$ cat src/rtl/hazard_unit_pkg.sv
// Shared types for the pipeline hazard controller: FSM state, register index
// and the load-use dependence test.
package hazard_unit_pkg;

    typedef logic [4:0] regbits_t;

    typedef enum logic [1:0] {
        RUN   = 2'd0,
        DWAIT = 2'd1,
        HALT  = 2'd2
    } hazard_state_t;

    // $zero never carries a real dependence, so a load targeting it cannot stall.
    function automatic logic load_use(input logic memread, input regbits_t rd,
                                      input regbits_t rs, input regbits_t rt);
        return memread && (rd != '0) && ((rd == rs) || (rd == rt));
    endfunction

endpackage

$ cat src/rtl/hazard_unit_if.sv
// Hazard unit handshake bundle: pipeline status in, latch enables/flushes,
// halt and performance counters out.
interface hazard_unit_if
    import hazard_unit_pkg::*;
#(
    parameter int CNT_W = 16
);
    logic             ihit;
    logic             dhit;
    logic             mem_ren;
    logic             mem_wen;
    logic             ex_memread;
    regbits_t         ex_rd;
    regbits_t         id_rs;
    regbits_t         id_rt;
    logic             id_jump;
    logic             mem_branch_taken;
    logic             mem_halt;

    logic             pc_en;
    logic             ifid_en;
    logic             idex_en;
    logic             exmem_en;
    logic             memwb_en;
    logic             ifid_flush;
    logic             idex_flush;
    logic             exmem_flush;
    logic             halted;
    logic [CNT_W-1:0] stall_cnt;
    logic [CNT_W-1:0] flush_cnt;

    modport hu (
        input  ihit, dhit, mem_ren, mem_wen, ex_memread, ex_rd, id_rs, id_rt,
               id_jump, mem_branch_taken, mem_halt,
        output pc_en, ifid_en, idex_en, exmem_en, memwb_en,
               ifid_flush, idex_flush, exmem_flush, halted, stall_cnt, flush_cnt
    );

    modport tb (
        output ihit, dhit, mem_ren, mem_wen, ex_memread, ex_rd, id_rs, id_rt,
               id_jump, mem_branch_taken, mem_halt,
        input  pc_en, ifid_en, idex_en, exmem_en, memwb_en,
               ifid_flush, idex_flush, exmem_flush, halted, stall_cnt, flush_cnt
    );

endinterface

$ cat src/rtl/hazard_unit_sat_counter.sv
// Up-counter that sticks at all-ones instead of wrapping.
module sat_counter #(
    parameter int W = 16
) (
    input  logic         CLK,
    input  logic         RST,
    input  logic         inc,
    output logic [W-1:0] count
);
    logic [W-1:0] count_q, count_d;

    always_comb begin
        count_d = count_q;
        if (inc && (count_q != '1))
            count_d = count_q + 1'b1;
    end

    always_ff @(posedge CLK or posedge RST) begin
        if (RST) count_q <= '0;
        else     count_q <= count_d;
    end

    assign count = count_q;

endmodule

$ cat src/rtl/hazard_unit.sv
// Pipeline hazard controller: combinational latch enables/flushes from cache
// handshakes, load-use, branch/jump and halt; registered state and counters.
module hazard_unit
    import hazard_unit_pkg::*;
#(
    parameter int CNT_W = 16  // must match the CNT_W of the connected interface
) (
    input  logic        CLK,
    input  logic        RST,
    hazard_unit_if.hu   hif
);
    hazard_state_t state_q, state_d;
    logic          halted_q, halted_d;
    logic          dstall, lu;
    logic          pc_en, ifid_en, idex_en, exmem_en, memwb_en;
    logic          ifid_flush, idex_flush, exmem_flush;
    logic          pc_en_o, any_flush_o;
    logic          stall_inc, flush_inc;

    always_comb begin
        pc_en       = 1'b0;
        ifid_en     = 1'b0;
        idex_en     = 1'b0;
        exmem_en    = 1'b0;
        memwb_en    = 1'b0;
        ifid_flush  = 1'b0;
        idex_flush  = 1'b0;
        exmem_flush = 1'b0;
        state_d     = state_q;

        // In DWAIT the outstanding access is resolved by dhit alone.
        dstall = (state_q == DWAIT) ? ~hif.dhit
                                    : ((hif.mem_ren | hif.mem_wen) & ~hif.dhit);
        lu     = load_use(hif.ex_memread, hif.ex_rd, hif.id_rs, hif.id_rt);

        if (state_q != HALT) begin
            if (hif.mem_halt && !dstall) begin
                state_d = HALT;
            end else if (dstall) begin
                state_d = DWAIT;
            end else begin
                state_d = RUN;
                if (hif.ihit) begin
                    {pc_en, ifid_en, idex_en, exmem_en, memwb_en} = 5'b11111;
                    if (hif.mem_branch_taken) begin
                        // Flushing ID also kills any dependent load-use consumer.
                        ifid_flush  = 1'b1;
                        idex_flush  = 1'b1;
                        exmem_flush = 1'b1;
                    end else if (lu) begin
                        pc_en      = 1'b0;
                        ifid_en    = 1'b0;
                        idex_flush = 1'b1;
                    end else if (hif.id_jump) begin
                        ifid_flush = 1'b1;
                    end
                end
            end
        end

        halted_d = (state_d == HALT);
    end

    always_ff @(posedge CLK or posedge RST) begin
        if (RST) begin
            state_q  <= RUN;
            halted_q <= 1'b0;
        end else begin
            state_q  <= state_d;
            halted_q <= halted_d;
        end
    end

    assign pc_en_o         = pc_en & ~RST;
    assign hif.pc_en       = pc_en_o;
    assign hif.ifid_en     = ifid_en & ~RST;
    assign hif.idex_en     = idex_en & ~RST;
    assign hif.exmem_en    = exmem_en & ~RST;
    assign hif.memwb_en    = memwb_en & ~RST;
    assign hif.ifid_flush  = ifid_flush & ~RST;
    assign hif.idex_flush  = idex_flush & ~RST;
    assign hif.exmem_flush = exmem_flush & ~RST;
    assign hif.halted      = halted_q;

    assign any_flush_o = (ifid_flush | idex_flush | exmem_flush) & ~RST;
    assign stall_inc   = (state_q != HALT) & ~pc_en_o;
    assign flush_inc   = any_flush_o;

    sat_counter #(.W(CNT_W)) u_stall_cnt (
        .CLK   (CLK),
        .RST   (RST),
        .inc   (stall_inc),
        .count (hif.stall_cnt)
    );

    sat_counter #(.W(CNT_W)) u_flush_cnt (
        .CLK   (CLK),
        .RST   (RST),
        .inc   (flush_inc),
        .count (hif.flush_cnt)
    );

endmodule

$ cat src/flat_wrapper.sv
// flat-port wrapper written by rule: the top's interface ports become plain ports
module hazard_unit_flat import hazard_unit_pkg::*;
#(
    parameter int CNT_W = 16                                                    
)
  (CLK, RST, hif_ihit, hif_dhit, hif_mem_ren, hif_mem_wen, hif_ex_memread, hif_ex_rd, hif_id_rs, hif_id_rt, hif_id_jump, hif_mem_branch_taken, hif_mem_halt, hif_pc_en, hif_ifid_en, hif_idex_en, hif_exmem_en, hif_memwb_en, hif_ifid_flush, hif_idex_flush, hif_exmem_flush, hif_halted, hif_stall_cnt, hif_flush_cnt);
  hazard_unit_if #(.CNT_W(CNT_W)) hif_i ();
  input  logic CLK;
  input  logic RST;
  input wire logic [$bits(hif_i.ihit)-1:0] hif_ihit;
  input wire logic [$bits(hif_i.dhit)-1:0] hif_dhit;
  input wire logic [$bits(hif_i.mem_ren)-1:0] hif_mem_ren;
  input wire logic [$bits(hif_i.mem_wen)-1:0] hif_mem_wen;
  input wire logic [$bits(hif_i.ex_memread)-1:0] hif_ex_memread;
  input wire logic [$bits(hif_i.ex_rd)-1:0] hif_ex_rd;
  input wire logic [$bits(hif_i.id_rs)-1:0] hif_id_rs;
  input wire logic [$bits(hif_i.id_rt)-1:0] hif_id_rt;
  input wire logic [$bits(hif_i.id_jump)-1:0] hif_id_jump;
  input wire logic [$bits(hif_i.mem_branch_taken)-1:0] hif_mem_branch_taken;
  input wire logic [$bits(hif_i.mem_halt)-1:0] hif_mem_halt;
  output wire logic [$bits(hif_i.pc_en)-1:0] hif_pc_en;
  output wire logic [$bits(hif_i.ifid_en)-1:0] hif_ifid_en;
  output wire logic [$bits(hif_i.idex_en)-1:0] hif_idex_en;
  output wire logic [$bits(hif_i.exmem_en)-1:0] hif_exmem_en;
  output wire logic [$bits(hif_i.memwb_en)-1:0] hif_memwb_en;
  output wire logic [$bits(hif_i.ifid_flush)-1:0] hif_ifid_flush;
  output wire logic [$bits(hif_i.idex_flush)-1:0] hif_idex_flush;
  output wire logic [$bits(hif_i.exmem_flush)-1:0] hif_exmem_flush;
  output wire logic [$bits(hif_i.halted)-1:0] hif_halted;
  output wire logic [$bits(hif_i.stall_cnt)-1:0] hif_stall_cnt;
  output wire logic [$bits(hif_i.flush_cnt)-1:0] hif_flush_cnt;
  assign hif_i.ihit = hif_ihit;
  assign hif_i.dhit = hif_dhit;
  assign hif_i.mem_ren = hif_mem_ren;
  assign hif_i.mem_wen = hif_mem_wen;
  assign hif_i.ex_memread = hif_ex_memread;
  assign hif_i.ex_rd = hif_ex_rd;
  assign hif_i.id_rs = hif_id_rs;
  assign hif_i.id_rt = hif_id_rt;
  assign hif_i.id_jump = hif_id_jump;
  assign hif_i.mem_branch_taken = hif_mem_branch_taken;
  assign hif_i.mem_halt = hif_mem_halt;
  assign hif_pc_en = hif_i.pc_en;
  assign hif_ifid_en = hif_i.ifid_en;
  assign hif_idex_en = hif_i.idex_en;
  assign hif_exmem_en = hif_i.exmem_en;
  assign hif_memwb_en = hif_i.memwb_en;
  assign hif_ifid_flush = hif_i.ifid_flush;
  assign hif_idex_flush = hif_i.idex_flush;
  assign hif_exmem_flush = hif_i.exmem_flush;
  assign hif_halted = hif_i.halted;
  assign hif_stall_cnt = hif_i.stall_cnt;
  assign hif_flush_cnt = hif_i.flush_cnt;
  hazard_unit #(.CNT_W(CNT_W)) u_core (.CLK(CLK), .RST(RST), .hif(hif_i));
endmodule
$ cat config.mk
export PLATFORM = sky130hd
export DESIGN_NAME = hazard_unit_flat
export DESIGN_NICKNAME = d
export VERILOG_FILES = /design/src/rtl/hazard_unit_pkg.sv /design/src/rtl/hazard_unit_if.sv /design/src/rtl/hazard_unit_sat_counter.sv /design/src/rtl/hazard_unit.sv /design/src/flat_wrapper.sv
export SDC_FILE = /design/constraint.sdc
export NUM_CORES = 1
export LEC_CHECK = 0
export BUFFER_PORTS_ARGS = -buffer_cell sky130_fd_sc_hd__buf_2
export CELL_PAD_IN_SITES_DETAIL_PLACEMENT = 1
export CELL_PAD_IN_SITES_GLOBAL_PLACEMENT = 1
export CORE_MARGIN = 2
export CORE_UTILIZATION = 42
export CTS_BUF_LIST = sky130_fd_sc_hd__clkbuf_2
export CTS_CLUSTER_SIZE = 12
export DETAILED_ROUTE_END_ITERATION = 16
export MAX_ROUTING_LAYER = met4
export PLACE_DENSITY_LB_ADDON = 0.1
export SLEW_MARGIN = 30
export SYNTH_ARGS = -nofsm -noshare
export SYNTH_HDL_FRONTEND = slang
export SYNTH_SLANG_ARGS = --single-unit
$ cat constraint.sdc
create_clock -name CLK -period 3.4 [get_ports CLK]
set_clock_uncertainty 0.2 [all_clocks]
set_input_delay 0.34 -clock CLK [delete_from_list [all_inputs] [get_ports CLK]]
set_output_delay 0.34 -clock CLK [all_outputs]
set_load 0.1 [all_outputs]
==> flow_summary_export.csv <==
group,metric,value,unit
outcome,status,"completed",
sta,tightest_slew,617.2,ps
hold_path,hold_class,"primary input to register",
placed_design,hpwl,3374,um
grt,use_met1,0.2436,
pwr,total_power,1.339,mW
floorplan,die_area,0.005057,mm2
finish,fin_nets,275,
clock_tree,postCtsHoldBufs,1,
grt,grt_pass1_vias,1595,
sta,fmax,386.6,MHz
grt,use_met3,0.04843,
clock_tree,clk_pin_slew,150,ps
detailed_routing,drtIter0Drc,38,
sta,hold_violations,0,
yosys,seq_area_frac_synth,0.4630,
yosys,synth_edf_count,0,
floorplan,io_pins,66,
yosys,ys_seq_elements,35,
clock_tree,clock_path_buffers,2,
yosys,yosys_warnings,0,
grt,grt_pass1_wl,7465,um
sta,finalCritPeriodShare,0.7608,
yosys,synth_cell_types,39,
sta,maxSlewViolCount,0,
yosys,netlist_instances,183,
grt,grt_max_degree,26,
detailed_routing,post-route-drc-count,0,
detailed_routing,vias_per_cell,5.233,
grt,grtUsageMet2,0.3022,
clock_tree,cts-htree-levels,2,
yosys,synthesis.nets,210,
worst_setup_path,crit_type,"primary input to output port",
floorplan,rows,24,
grt,gr-total-overflow,0,
grt,grt.total_usage,0.1920,
clock_tree,tritoncts,"built",
sta,max-slew-margin-rel,0.5885,
clock_tree,cts.sinks,35,
worst_setup_path,worstPathRequired,2860,ps
finish,layout-drive-gt1-share,0.3574,
worst_setup_path,arrival,2050,ps
pwr,powerDensity,587.0,mW/mm2
placed_design,gp_congestion,0.7321,
placed_design,dp_cells,292,
clock_tree,cts-root-buf,"clkbuf_2",
placed_design,portBuffers,65,
clock_tree,insertion_delay,370,ps
floorplan,die_x,71.12,um
floorplan,core,0.004354,mm2
detailed_routing,drtPass1Iterations,4,
detailed_routing,drt-wirelength-per-cell,14.28,um
floorplan,start_util,0.4345,
yosys,synth_ff_type,"dfrtp_1",
sta,fin_crit,2587,ps
detailed_routing,ant_nets,0,
flow_run,max_cap_violations,0,
worst_setup_path,critPathLaunchType,"primary input",
grt,antenna_found_initial,0,
clock_tree,numCtsBuffers,5,
sta,tns,0,ps
finish,diodes,0,
worst_setup_path,endpoint_kind,"output port",
finish,fin_cells,301,
sta,whs,24.89,ps
yosys,syn_area,0.001892,mm2
grt,busiest_layer,"met2",
detailed_routing,wl,4299,um
floorplan,die_h,71.12,um
clock_tree,cts_resized,0,
worst_setup_path,worstPathMaxFanout,6,
sta,rsz0062_at_grt,"no",
sta,setup_viol,0,
detailed_routing,via_count,1575,
pwr,p_leak,1.208,nW
finish,area_growth,20.57,%
yosys,synth-async-reset-ratio,1.000,
clock_tree,postCtsSetupBuffers,0,
pwr,vdd_drop_max,0.7421,mV
yosys,syn_area_per_cell,10.34,um2
metrics by stage:
| stage | setup slack [ps] | instance area [um2] | util |
|---|---|---|---|
| floorplan | 292.6 | 1896 | - |
| global placement | 877.3 | 2233 | 0.5129 |
| detailed placement | 870.1 | 2233 | 0.5129 |
| CTS | 808.2 | 2281 | 0.5239 |
| global route | 662.1 | 2281 | 0.5239 |
| finish | 813.2 | 2281 | 0.5239 |
synth_stat cells (2+ instances only):
library cell   n  area share
buf_4          4       0.016
nand2_2        2      0.0066
ha_1           2       0.013
nand2_1       16       0.032
a21oi_1        3      0.0079
and4_1         2      0.0093
and3_1         6       0.020
nor4_1         4       0.013
nand3_1        9       0.024
xnor2_1       25        0.12
dfrtp_1       35        0.46
nor2_1        11       0.022
nand2b_1       2      0.0066
inv_1          5      0.0099
nand3_2        4       0.021
xor2_1        14       0.065
nor3_1         6       0.016
and2_1         3      0.0099
clkbuf_1       3      0.0060
nand4_1        8       0.026
flip-flops by register name, indices dropped and copies added (netlist names):
register,cells
u_core.state_q,2
u_core.u_flush_cnt.count,16
u_core.u_stall_cnt.count,16
u_core.hif.halted,1
layout by cell type, fill, tap and decap left out, types with 8 or more instances in the layout:
| cell | n |
|---|---|
| nand4_1 | 8 |
| nor2_1 | 11 |
| buf_2 | 65 |
| dfrtp_1 | 35 |
| xor2_1 | 14 |
| nand2_1 | 16 |
| nand3_1 | 9 |
| xnor2_1 | 25 |
final cells by class:
| type | count | area, um2 |
|---|---|---|
| inverters | 5 | 18.77 |
| multi-input cells | 134 | 940.9 |
| clock buffers | 6 | 30.03 |
| clock inverters | 2 | 7.507 |
| well taps | 52 | 65.06 |
| fillers | 526 | 2073 |
| flip-flops and latches | 35 | 875.8 |
| repair buffers | 67 | 342.8 |
kinds of logic after synthesis:
kind of cell / share of synthesized area
buf+inv: 0.04166
fa+ha+maj: 0.01323
mux: 0.01190
compound gates: 0.04697
flops: 0.4630
xor+xnor: 0.1806
simple gates: 0.2427
worst paths after layout:
kind / from / endpoint / slack (ps) / cells after the start
worst max-delay path: RST / hif_ifid_en / 810 / 6
worst min-delay path: hif_mem_halt / u_core.hif.halted / 20 / 3
worst max register to register: u_core.u_stall_cnt.count[2] / u_core.u_stall_cnt.count[7] / 940 / 7
worst min register to register: u_core.u_stall_cnt.count[8] / u_core.u_stall_cnt.count[8] / 300 / 1
max in group asynchronous: RST / u_core.u_flush_cnt.count[14] / 2100 / 4
min in group asynchronous: RST / u_core.u_stall_cnt.count[1] / 340 / 3
metal layers:
layer	routed length (um)	vias up
met2	2006	45
met4	77	0
met5	0	-
met3	257	9
met1	1958	767
li1	-	754
critical path: stages:
cell	delay (ps)
dlygate4sd3_1	530
buf_2	140
nor2_1	110
nand4_1	270
a21oi_2	210
buf_2	450
report_power, final:
part	internal, mW	total (mW)	switching (mW)
Clock	0.0495	0.182	0.132
Sequential	0.469	0.536	0.0672
Combinational	0.116	0.621	0.505
Note: power is estimated with default switching activity, not from simulation.
